===== src/rtl/rf_pkg.sv =====
// Shared register-file types and widths, also used by the WB stage.
package rf_pkg;
    localparam int REG_W  = 5;
    localparam int DATA_W = 32;
    localparam logic [REG_W-1:0] REG_ZERO = 5'd0;

    typedef struct packed {
        logic              we;
        logic [REG_W-1:0]  addr;
        logic [DATA_W-1:0] data;
    } rf_wr_t;
endpackage


===== src/rtl/rf_wb_fifo.sv =====
// In-order FIFO holding long-latency results {reg, data} until they win the write port.
module rf_wb_fifo
    import rf_pkg::*;
#(
    parameter int DEPTH = 2
) (
    input  logic                          clk,
    input  logic                          reset,
    input  logic                          push,
    input  logic [REG_W-1:0]              push_reg,
    input  logic [DATA_W-1:0]             push_data,
    input  logic                          pop,
    output logic [REG_W-1:0]              head_reg,
    output logic [DATA_W-1:0]             head_data,
    output logic [$clog2(DEPTH):0]        count,
    output logic                          empty
);
    localparam int PTR_W   = $clog2(DEPTH);
    localparam int COUNT_W = PTR_W + 1;

    logic [REG_W-1:0]  mem_reg  [DEPTH];
    logic [DATA_W-1:0] mem_data [DEPTH];
    logic [PTR_W-1:0]  wr_ptr;
    logic [PTR_W-1:0]  rd_ptr;
    logic              full;
    logic              do_push;
    logic              do_pop;

    assign full      = (count == COUNT_W'(DEPTH));
    assign empty     = (count == '0);
    assign do_push   = push && !full;
    assign do_pop    = pop && !empty;
    assign head_reg  = mem_reg[rd_ptr];
    assign head_data = mem_data[rd_ptr];

    // Pointers wrap naturally because DEPTH is a power of two.
    always_ff @(posedge clk or negedge reset) begin
        if (!reset) begin
            wr_ptr <= '0;
            rd_ptr <= '0;
            count  <= '0;
        end else begin
            if (do_push) wr_ptr <= wr_ptr + 1'b1;
            if (do_pop)  rd_ptr <= rd_ptr + 1'b1;
            case ({do_push, do_pop})
                2'b10:   count <= count + 1'b1;
                2'b01:   count <= count - 1'b1;
                default: count <= count;
            endcase
        end
    end

    always_ff @(posedge clk) begin
        if (do_push) begin
            mem_reg[wr_ptr]  <= push_reg;
            mem_data[wr_ptr] <= push_data;
        end
    end
endmodule


===== src/rtl/rf_wb_arbiter.sv =====
// Shares the register-file write port between WB and the long-latency return path,
// with a starvation guard and a busy scoreboard for decode hazard stalls.
module rf_wb_arbiter
    import rf_pkg::*;
#(
    parameter int DEPTH        = 2,
    parameter int STARVE_LIMIT = 4
) (
    input  logic              clk,
    input  logic              reset,
    input  logic              wb_valid,
    input  logic [REG_W-1:0]  wb_reg,
    input  logic [DATA_W-1:0] wb_data,
    output logic              wb_hold,
    input  logic              ll_valid,
    output logic              ll_ready,
    input  logic [REG_W-1:0]  ll_reg,
    input  logic [DATA_W-1:0] ll_data,
    input  logic              ll_issue,
    input  logic [REG_W-1:0]  ll_issue_reg,
    input  logic [REG_W-1:0]  dec_rs,
    input  logic [REG_W-1:0]  dec_rt,
    input  logic [REG_W-1:0]  dec_rd,
    output logic              stall,
    output logic              rf_we,
    output logic [REG_W-1:0]  rf_waddr,
    output logic [DATA_W-1:0] rf_wdata
);
    localparam int COUNT_W = $clog2(DEPTH) + 1;

    logic [REG_W-1:0]   head_reg;
    logic [DATA_W-1:0]  head_data;
    logic [COUNT_W-1:0] fifo_count;
    logic               fifo_empty;
    logic               push;
    logic               pop;
    logic               wb_wins;
    logic [3:0]         age;
    logic [31:0]        busy;
    logic [31:0]        busy_next;
    rf_wr_t             wr;

    // A popping register is forwarded by the file, so it does not stall.
    function automatic logic hit(input logic [REG_W-1:0] r, input logic [31:0] b,
                                 input logic p, input logic [REG_W-1:0] hr);
        return (r != REG_ZERO) && b[r] && !(p && (hr == r));
    endfunction

    assign ll_ready = (fifo_count < COUNT_W'(DEPTH));
    assign push     = ll_valid && ll_ready && (ll_reg != REG_ZERO);
    assign wb_hold  = (age >= 4'(STARVE_LIMIT));
    assign wb_wins  = !wb_hold && wb_valid && (wb_reg != REG_ZERO);
    assign pop      = !fifo_empty && !wb_wins;

    rf_wb_fifo #(.DEPTH(DEPTH)) u_fifo (
        .clk       (clk),
        .reset     (reset),
        .push      (push),
        .push_reg  (ll_reg),
        .push_data (ll_data),
        .pop       (pop),
        .head_reg  (head_reg),
        .head_data (head_data),
        .count     (fifo_count),
        .empty     (fifo_empty)
    );

    always_comb begin
        wr = '0;
        if (pop) begin
            wr.we   = 1'b1;
            wr.addr = head_reg;
            wr.data = head_data;
        end else if (wb_wins) begin
            wr.we   = 1'b1;
            wr.addr = wb_reg;
            wr.data = wb_data;
        end
    end

    assign rf_we    = wr.we;
    assign rf_waddr = wr.addr;
    assign rf_wdata = wr.data;

    // Set is applied after clear so a coincident re-issue keeps the bit.
    always_comb begin
        busy_next = busy;
        if (pop)      busy_next[head_reg]     = 1'b0;
        if (ll_issue) busy_next[ll_issue_reg] = 1'b1;
        busy_next[0] = 1'b0;
    end

    always_comb begin
        stall = hit(dec_rs, busy, pop, head_reg) |
                hit(dec_rt, busy, pop, head_reg) |
                hit(dec_rd, busy, pop, head_reg) |
                (ll_issue && busy[ll_issue_reg]);
    end

    always_ff @(posedge clk or negedge reset) begin
        if (!reset) begin
            age  <= '0;
            busy <= '0;
        end else begin
            busy <= busy_next;
            if (pop)
                age <= '0;
            else if (!fifo_empty && (age != 4'hF))
                age <= age + 1'b1;
        end
    end
endmodule


===== config.mk =====
export PLATFORM = sky130hd
export DESIGN_NAME = rf_wb_arbiter
export DESIGN_NICKNAME = d
export VERILOG_FILES = /design/src/rtl/rf_pkg.sv /design/src/rtl/rf_wb_fifo.sv /design/src/rtl/rf_wb_arbiter.sv
export SDC_FILE = /design/constraint.sdc
export NUM_CORES = 1
export LEC_CHECK = 0
export CAP_MARGIN = 15
export CORE_UTILIZATION = 35
export CTS_BUF_LIST = sky130_fd_sc_hd__clkbuf_8 sky130_fd_sc_hd__clkbuf_16
export CTS_CLUSTER_DIAMETER = 100
export DETAILED_ROUTE_END_ITERATION = 8
export HOLD_SLACK_MARGIN = 0.05
export SYNTH_ARGS = -nofsm -noshare
export SYNTH_HDL_FRONTEND = slang
export SYNTH_SLANG_ARGS = --single-unit

===== constraint.sdc =====
create_clock -name clk -period 3.48 [get_ports clk]
set_input_delay 0.522 -clock clk [delete_from_list [all_inputs] [get_ports clk]]
set_output_delay 0.522 -clock clk [all_outputs]
set_load 0.05 [all_outputs]

# Word level (Yosys, flattened, before mapping)
# Memory sizes are Yosys's and may differ from the RTL's.
# Index checks and enable logic that the tools add are counted.
[classes]
order_cmp = 9
n_mux = 21
n_eq_ne = 7
n_reduce_logical = 35
bitwise = 6
addsub = 5
[ops]
columns = ["op", "count"]
rows = [
  ["two-way mux 38 bit", 2],
  ["two-way mux 32 bit", 2],
  ["AND 32 bit", 1],
  ["inverter 32 bit", 1],
  ["OR 32 bit", 1],
  ["< comparator 5 x 6 -> 1 bit (second input constant)", 5],
  ["nonzero test 5 bit", 5],
  ["binary-select mux 1 bit (select 5 bit)", 4],
  ["logical AND 1 bit", 20],
  ["equality test 5 bit", 3],
  ["demux 1 bit (select 5 bit)", 2],
  [">= comparator 5 x 1 -> 1 bit (second input constant)", 2],
  ["two-way mux 1 bit", 8],
  ["two-way mux 4 bit", 2],
  ["zero test 1 bit", 7],
  ["adder 4 x 1 -> 4 bit (second input constant)", 1],
  ["equality test 2 bit (second input constant)", 2],
  [">= comparator 4 x 3 -> 1 bit (second input constant)", 1],
  ["inequality test 4 bit (second input constant)", 1],
  ["case mux 2 bit (2 select lines)", 1],
  ["nonzero test 2 bit", 2],
  ["OR 1 bit", 3],
  ["adder 1 bit (second input constant)", 2],
  ["adder 2 x 1 -> 2 bit (second input constant)", 1],
  ["4 further kinds", 4],
]
[totals]
ramBits = 74
out_inout_bits = 41
memories = 2
reg_bits = 39
elab_cells = 90
[mem_list]
columns = ["name", "depth", "width", "rd", "rd_clocked_by_memory_dff", "write_ports", "line", "rtl"]
rows = [
  ["u_fifo.mem_data", 2, 32, 1, 0, 1, "rf_wb_fifo.sv:22", "logic [DATA_W-1:0] mem_data [DEPTH];"],
  ["u_fifo.mem_reg", 2, 5, 1, 0, 1, "rf_wb_fifo.sv:21", "logic [REG_W-1:0] mem_reg [DEPTH];"],
]

# Logic depth before layout (Yosys ltp)
# Gate-level depths: netlist of run 1.
[logic_depth]
ltp_word = 12
depth_mapped = 8
depth_no_buf = 8

# By module
# Synthesis of run 1 repeated with hierarchy kept, for this count alone.
[unflattened]
hier_cells = 456
area_unflattened_um2 = 6130.9
[modules_own_cells]
columns = ["mod", "area_each_um2", "seq_area_each_um2", "n_inst", "cells_each"]
rows = [
  ["rf_wb_arbiter", 3181.8, 875.8, 1, 323],
  ["rf_wb_fifo", 2949.1, 2322.2, 1, 133],
]

# Worst setup path before layout of run 1
# OpenSTA, ideal clock, no wires.
[synth_timing]
kind = "input to output"
startpoint = "input port wb_reg[3]"
endpoint = "output port rf_wdata[15]"
path_slack_ns = 0.101
arrival_ns = 2.857
path_stages = 5
cell_sequence = "or4_1 -> o21a_1 -> buf_6 -> buf_2 -> o31ai_1"
[synth_via]
elab_chain_cells = 5
elab_cells_between_ends = 6
classes_between = "mux: 2; reduce/logical: 4"
[synth_rtl]
columns = ["item", "line", "rtl"]
rows = [
  ["start, declared", "rf_wb_arbiter.sv:12", "input logic [REG_W-1:0] wb_reg,"],
  ["nonzero test 5 bit (*)", "rf_wb_arbiter.sv:52", "assign wb_wins = !wb_hold && wb_valid && (wb_reg != REG_ZERO);"],
  ["logical AND 1 bit (*)", "rf_wb_arbiter.sv:52", ""],
  ["zero test 1 bit", "rf_wb_arbiter.sv:53", "assign pop = !fifo_empty && !wb_wins;"],
  ["logical AND 1 bit", "rf_wb_arbiter.sv:53", ""],
  ["two-way mux 38 bit (*)", "rf_wb_arbiter.sv:70", "if (pop) begin"],
  ["end, declared", "rf_wb_arbiter.sv:27", "output logic [DATA_W-1:0] rf_wdata"],
]
# Every way passes the cells marked *; elsewhere a longest branch is shown, timed or not.

# Worst setup path after layout of run 1
[layout_timing]
startpoint = "input port dec_rs[2]"
endpoint = "output port stall"
[layout_via]
elab_chain_cells = 7
elab_cells_between_ends = 11
classes_between = "eq/ne: 1; mux: 2; bitwise: 3; reduce/logical: 5"
[layout_rtl]
columns = ["item", "line", "rtl"]
rows = [
  ["start, declared", "rf_wb_arbiter.sv:21", "input logic [REG_W-1:0] dec_rs,"],
  ["binary-select mux 1 bit (select 5 bit) or equality test 5 bit (tied branches)", "rf_wb_arbiter.sv:46", "return (r != REG_ZERO) && b[r] && !(p && (hr == r));"],
  ["two-way mux 1 bit (implied by the code) or logical AND 1 bit (tied branches)", "rf_wb_arbiter.sv:46", ""],
  ["logical AND 1 bit or zero test 1 bit (tied branches)", "rf_wb_arbiter.sv:46", ""],
  ["logical AND 1 bit (*)", "rf_wb_arbiter.sv:46", ""],
  ["OR 1 bit (*)", "rf_wb_arbiter.sv:94", "stall = hit(dec_rs, busy, pop, head_reg) |"],
  ["OR 1 bit (*)", "rf_wb_arbiter.sv:95", "hit(dec_rt, busy, pop, head_reg) |"],
  ["OR 1 bit (*)", "rf_wb_arbiter.sv:96", "hit(dec_rd, busy, pop, head_reg) |"],
  ["end, declared", "rf_wb_arbiter.sv:24", "output logic stall,"],
]
# Every way passes the cells marked *; elsewhere a longest branch is shown, timed or not. The select of a mux whose other input is x is not followed.

==> out/qor.yml, run 1 <==
path_cells: "clkdlybuf4s50_1 > buf_4 > mux4_2 > mux4_2 > o211ai_2 > nand4_1 > buf_4"
synth_edf_count: 74
final_nets: 747
portBuffers: 139
synthCells: 500
seq_area_frac_synth_pct: 52.6
boundaryPins: 140
grt_pass1_wl_um: 27400
avgSynthCellArea_um2: 12.2
gp_congestion: 0.908
critPathKind: "input port to output port"
power_per_cell_area_nw_per_um2: 855
wl_per_cell_um: 19.9
first_iter_violations: 305
cp.arrival_ps: 2800
regToRegSetupSlack_ps: 1430
synth-seq-cells: 113
postLayoutCellArea_um2: 8770
worstPathRequired_ps: 2960
maxCapViolations: 0
wl_um: 17400
grt_pass1_vias: 5067
final-setup-viol-count: 0
dieArea_um2: 17900
fp.dieW_um: 134
post_cts_resized: 0
layout-drive-gt1-share_pct: 19.9
finalSetupTns_ps: 0
slowest_delay_ps: 570
grt_max_degree: 57
fin_crit_sh_pct: 95.6
place_area_um2: 8130
final_cells: 878
cts_sinks: 113
crit_start: "dec_rs[2]"
dieHeight_um: 134
r2r-start: "age[2]"
gr-total-overflow: 0
clock.fmax_mhz: 301
vias: 4775
hold_viol: 0
worst_path_max_delay_cell: "clkdlybuf4s50_1"
place_inst: 845
peakVddDrop_mv: 0.689
syn-num-nets: 601
cts_root_buf: "clkbuf_16"
post-route-drc-count: 0
cts-buffers-inserted: 17
final_cell_mix: "clkdlybuf4s50_1, edfxtp_1, o21ai_1, nand2_1, mux2i_1"
placementRows: 47
ys_types: 56
worst_pin_slew_ps: 955
hold_path.class: "input port to asynchronous set/reset pin"
drv_slew: 0
clk_latency_ps: 410
syn_to_final_growth_pct: 44.4
endpoint_kind: "output port"
via_per_inst: 5.44
cts.path.max_buffers: 2
detail-route-antenna-nets: 0
fin_util_pct: 52.3
antenna_cells: 0
p_leak_nw: 3.27
relSlewSlack_pct: 36.2
cts_hold_buf: 0
synth_area_um2: 6080
drtPass1Iterations: 5
worstSetupStartpointType: "input port"
htreeDepth: 4
ys.flop_type: "edfxtp_1"
hold_slack_ps: 241
clock-skew-final_ps: 12.2
status: "finished, final reports clean"
grt_setup_unrepaired: "false"
hpwlAfterDp_um: 12600
crit_fanout: 8
clkTransAtPathRegs_ps: 50
post_cts_buffers: 0
async_reset_ff_share_pct: 34.5
yosysWarnings: 0
start_util_pct: 36.3
final_common_cell: "clkdlybuf4s50_1"
cts_tree: "yes"
placeableCoreArea_um2: 16800
grt_antenna_before_repair: 0
grt_usage_pct: 20.4
post-route-min-period_ps: 3330
largest_reg_flops: 64
-- logic make-up (layout without fill, tap and decap cells) --
kind of cell	after synthesis	after routing	synth area share, %
AND/OR/NAND/NOR	122	122	10.2
AO/OA/AOI/OAI	127	127	12.7
adder cells (fa/ha/maj)	2	2	0.412
buffers and inverters	36	194	2.72
multiplexers	80	80	18.5
flip-flops	113	113	52.6
XOR/XNOR	20	20	2.88
-- cell type report --
class / instances / area [um2]
inverters: 5 / 18.8
well taps: 220 / 275
flip-flops and latches: 113 / 3200
clock buffers: 17 / 425
repair buffers: 158 / 1940
fillers: 1435 / 7990
multi-input cells: 351 / 2740
clock inverters: 14 / 173
-- synth_stat cells, types with 2 or more instances --
| library cell | number | area, um2 |
|---|---|---|
| nor3_1 | 6 | 30.0 |
| inv_1 | 4 | 15.0 |
| o31ai_1 | 33 | 248 |
| nor2_1 | 13 | 48.8 |
| mux2i_4 | 2 | 45.0 |
| edfxtp_1 | 74 | 2220 |
| or4_1 | 2 | 15.0 |
| buf_2 | 9 | 45.0 |
| o21ai_0 | 14 | 70.1 |
| o21ai_1 | 56 | 280 |
| nand2_1 | 56 | 210 |
| xor2_1 | 5 | 43.8 |
| mux2_2 | 5 | 56.3 |
| nand3b_1 | 7 | 52.6 |
| nand4_1 | 5 | 31.3 |
| nor2b_1 | 3 | 18.8 |
| or3_1 | 3 | 18.8 |
| a21oi_1 | 4 | 20.0 |
| ha_1 | 2 | 25.0 |
| a22oi_1 | 2 | 15.0 |
| buf_6 | 2 | 22.5 |
| nand2_2 | 3 | 18.8 |
| or3b_1 | 3 | 26.3 |
| nand3_1 | 9 | 45.0 |
| buf_1 | 5 | 18.8 |
| dfrtp_1 | 39 | 976 |
| mux2i_1 | 49 | 490 |
| o22ai_1 | 7 | 43.8 |
| clkbuf_1 | 14 | 52.6 |
| or2_2 | 2 | 12.5 |
| o211ai_1 | 2 | 15.0 |
| mux4_2 | 22 | 495 |
| xnor2_1 | 15 | 131 |
-- report_power, final --
| group | internal (W) | switching [W] | total, W |
|---|---|---|---|
| Combinational | 0.00159 | 0.00192 | 0.00352 |
| Sequential | 0.00184 | 0.000386 | 0.00223 |
| Clock | 0.00118 | 0.000582 | 0.00176 |
-- final timing paths --
path	endpoint	cells after the start
min in group clk	age[1]	2
min	busy[8]	1
min reg2reg	age[1]	2
max reg2reg	u_fifo.count[1]	8
max in group asynchronous	u_fifo.rd_ptr	1
max	stall	7
-- routing by layer --
metal | vias up | global-route usage [%] | share of wire, %
met4 | 0 | 8.78 | 2.2
met1 | 2325 | 26.0 | 43
met5 | - | 0 | 0
met3 | 25 | 6.16 | 7.6
li1 | 2229 | - | -
met2 | 196 | 32.1 | 47
-- stage by stage --
| step | total power, W | setup slack (ps) |
|---|---|---|
| 4_1_cts | 0.00752 | 173 |
| 2_1_floorplan | 0.00424 | 101 |
| 3_3_place_gp | 0.00568 | 199 |
| 3_5_place_dp | 0.00574 | 178 |
| 5_1_grt | 0.00785 | 65.1 |
| 6_report | 0.00750 | 154 |
-- worst max-delay path: cells and delay by family --
family | cells | cell delay [ps]
buffers and inverters | 3 | 1010
muxes | 2 | 1000
AOI/OAI and AO/OA | 1 | 150
and+or+nand+nor | 1 | 110
(Power assumes the default switching activity.)
==> run 2, diff against run 1 <==
--- a/config.mk
+++ b/config.mk
@@ -10,7 +10,7 @@
 export CTS_BUF_LIST = sky130_fd_sc_hd__clkbuf_8 sky130_fd_sc_hd__clkbuf_16
 export CTS_CLUSTER_DIAMETER = 100
 export DETAILED_ROUTE_END_ITERATION = 8
-export HOLD_SLACK_MARGIN = 0.05
+export HOLD_SLACK_MARGIN = 0.1
 export SYNTH_ARGS = -nofsm -noshare
 export SYNTH_HDL_FRONTEND = slang
 export SYNTH_SLANG_ARGS = --single-unit
==> results of run 2 <==
The final DEF is identical to that of run 1; final timing and power are the same.
==> run 3, diff against run 2 <==
--- a/config.mk
+++ b/config.mk
@@ -5,7 +5,7 @@
 export SDC_FILE = /design/constraint.sdc
 export NUM_CORES = 1
 export LEC_CHECK = 0
-export CAP_MARGIN = 15
+export CAP_MARGIN = 20
 export CORE_UTILIZATION = 35
 export CTS_BUF_LIST = sky130_fd_sc_hd__clkbuf_8 sky130_fd_sc_hd__clkbuf_16
 export CTS_CLUSTER_DIAMETER = 100
==> run 3 against run 2 <==
Effect of this change:
- combinational power barely moved
- critical path depth stayed put
- final area stayed put
- clock skew fell by 2.4 ps
- total power down 0.15%
- worst hold slack better by 2.6 ps
- sequential cell count unchanged
- first-iteration DRC count decreased by 1.6%
- critical path type unchanged
- via count grew 1.7%
- clock power about the same
- register-to-register slack got worse by 40 ps
- die area unchanged
==> out/qor.yml, run 3 (same netlist as run 1, synthesis figures left out) <==
cts_hold_buf: 0  # unchanged
wl_um: 17300  # -0.82%
path_cells: "clkdlybuf4s50_1 > buf_4 > mux4_2 > mux4_2 > o211ai_2 > nand4_1 > buf_4"
layout-drive-gt1-share_pct: 19.9  # unchanged
critPathKind: "input port to output port"
swShare_pct: 38.4  # -0.11 points
grt_usage_pct: 20.1  # -0.31 points
portBuffers: 139  # unchanged
hold_viol: 0  # unchanged
hpwlAfterDp_um: 12800  # +1.2%
start_util_pct: 36.3  # unchanged
dieArea_um2: 17900  # unchanged
clock.fmax_mhz: 300  # -0.31%
hold_path.class: "input port to asynchronous set/reset pin"
worst_pin_slew_ps: 967  # +12.2 ps
p_clk_share_pct: 23.4  # about the same
htreeDepth: 4  # unchanged
post-route-min-period_ps: 3340  # +10.3 ps
endpoint_kind: "output port"
cts_root_buf: "clkbuf_16"
combPwrFrac_pct: 46.9  # about the same
clkTransAtPathRegs_ps: 50  # about the same
vias: 4856  # +1.7%
cts_tree: "yes"
p_int_w: 0.00461  # about the same
p_leak_nw: 3.27  # unchanged
dp_slack_ps: 167  # -11.0 ps
first_iter_violations: 300  # -1.6%
slowest_delay_ps: 570  # about the same
placeableCoreArea_um2: 16800  # unchanged
grt_pass1_wl_um: 27000  # -1.2%
fp.dieW_um: 134  # unchanged
final_common_cell: "clkdlybuf4s50_1"
post-route-drc-count: 0  # unchanged
p_switching_w: 0.00288  # -0.43%
crit_start: "dec_rs[2]"
final-setup-viol-count: 0  # unchanged
antenna_cells: 0  # unchanged
cts-buffers-inserted: 17  # unchanged
grt_pass1_vias: 5041  # -0.51%
detail-route-antenna-nets: 0  # unchanged
relSlewSlack_pct: 35.4  # -0.81 points
cts_sinks: 113  # unchanged
grt_setup_unrepaired: "false"
clk_latency_ps: 400  # about the same
fin_crit_sh_pct: 95.9  # +0.30 points
crit_fanout: 8  # unchanged
via_per_inst: 5.53  # +1.7%
r2r-start: "age[2]"
final_nets: 747  # unchanged
grt_max_degree: 57  # unchanged
finalSetupTns_ps: 0  # unchanged
crit_buf_inv: 3  # unchanged
fin_ws_ps: 144  # -10.3 ps
maxCapViolations: 0  # unchanged
cp.arrival_ps: 2810  # about the same
boundaryPins: 140  # unchanged
grt_antenna_before_repair: 0  # unchanged
peakVddDrop_mv: 0.682  # -0.95%
dieHeight_um: 134  # unchanged
placementRows: 47  # unchanged
cp_top_family: "buffers and inverters"
clock-skew-final_ps: 9.83  # -2.38 ps
status: "finished, final reports clean"
wl_per_cell_um: 19.7  # -0.82%
largest_reg_flops: 64  # unchanged
drv_slew: 0  # unchanged
worst_path_max_delay_cell: "clkdlybuf4s50_1"
drtPass1Iterations: 5  # unchanged
post_cts_resized: 0  # unchanged
gr-total-overflow: 0  # unchanged
power_per_cell_area_nw_per_um2: 854  # -0.15%
worstSetupStartpointType: "input port"
final_cell_mix: "clkdlybuf4s50_1, edfxtp_1, o21ai_1, nand2_1, mux2i_1"
syn_to_final_growth_pct: 44.4  # unchanged
cts.path.max_buffers: 2  # unchanged
seqPwrFrac_pct: 29.8  # about the same
post_cts_buffers: 0  # unchanged
worstPathRequired_ps: 2960  # about the same
gp_congestion: 0.908  # unchanged
run 3: cell counts in the layout (fill, tap and decap cells not counted):
Identical to the previous run, type by type.
run 3: power by group through the flow:
stage | registers (W) | logic [W] | clock network, W
floorplan | 0.00207 | 0.00217 | 0
detailed placement | 0.00224 | 0.00353 | 0
finish | 0.00223 | 0.00351 | 0.00175
CTS | 0.00222 | 0.00354 | 0.00178
global route | 0.00227 | 0.00373 | 0.00184
global placement | 0.00222 | 0.00346 | 0
run 3: stage by stage:
step | power [W] | cell area, um2 | utilization, % | hold WS, ps | std cells
global route | 0.00785 | 8770 | 52.3 | 296 | 878
detailed placement | 0.00577 | 8170 | 48.8 | 474 | 847
floorplan | 0.00424 | 6080 | - | 226 | 500
CTS | 0.00754 | 8770 | 52.3 | 260 | 878
global placement | 0.00568 | 8130 | 48.5 | 453 | 845
finish | 0.00749 | 8770 | 52.3 | 244 | 878
run 3: worst paths after layout:
check | slack (ps) | cells after the start | endpoint
setup reg to reg | 1390 | 8 | u_fifo.count[1]
min in group clk | 480 | 2 | age[1]
hold / removal | 240 | 1 | busy[10]
hold reg to reg | 480 | 2 | age[1]
setup / recovery | 140 | 7 | stall
max in group asynchronous | 2640 | 1 | u_fifo.rd_ptr
run 3: layout make-up:
class                   instances  area (um2)
flip-flops and latches        113        3200
clock buffers                  17         425
inverters                       5        18.8
clock inverters                14         173
repair buffers                158        1940
multi-input cells             351        2740
well taps                     220         275
fillers                      1404        7990
run 3: routing by layer:
metal,up-vias,global-route usage (%),wire (um)
li1,2236,-,-
met1,2342,25.2,7330
met2,236,31.7,8070
met3,42,6.16,1370
met4,0,9.28,520
met5,-,0,0
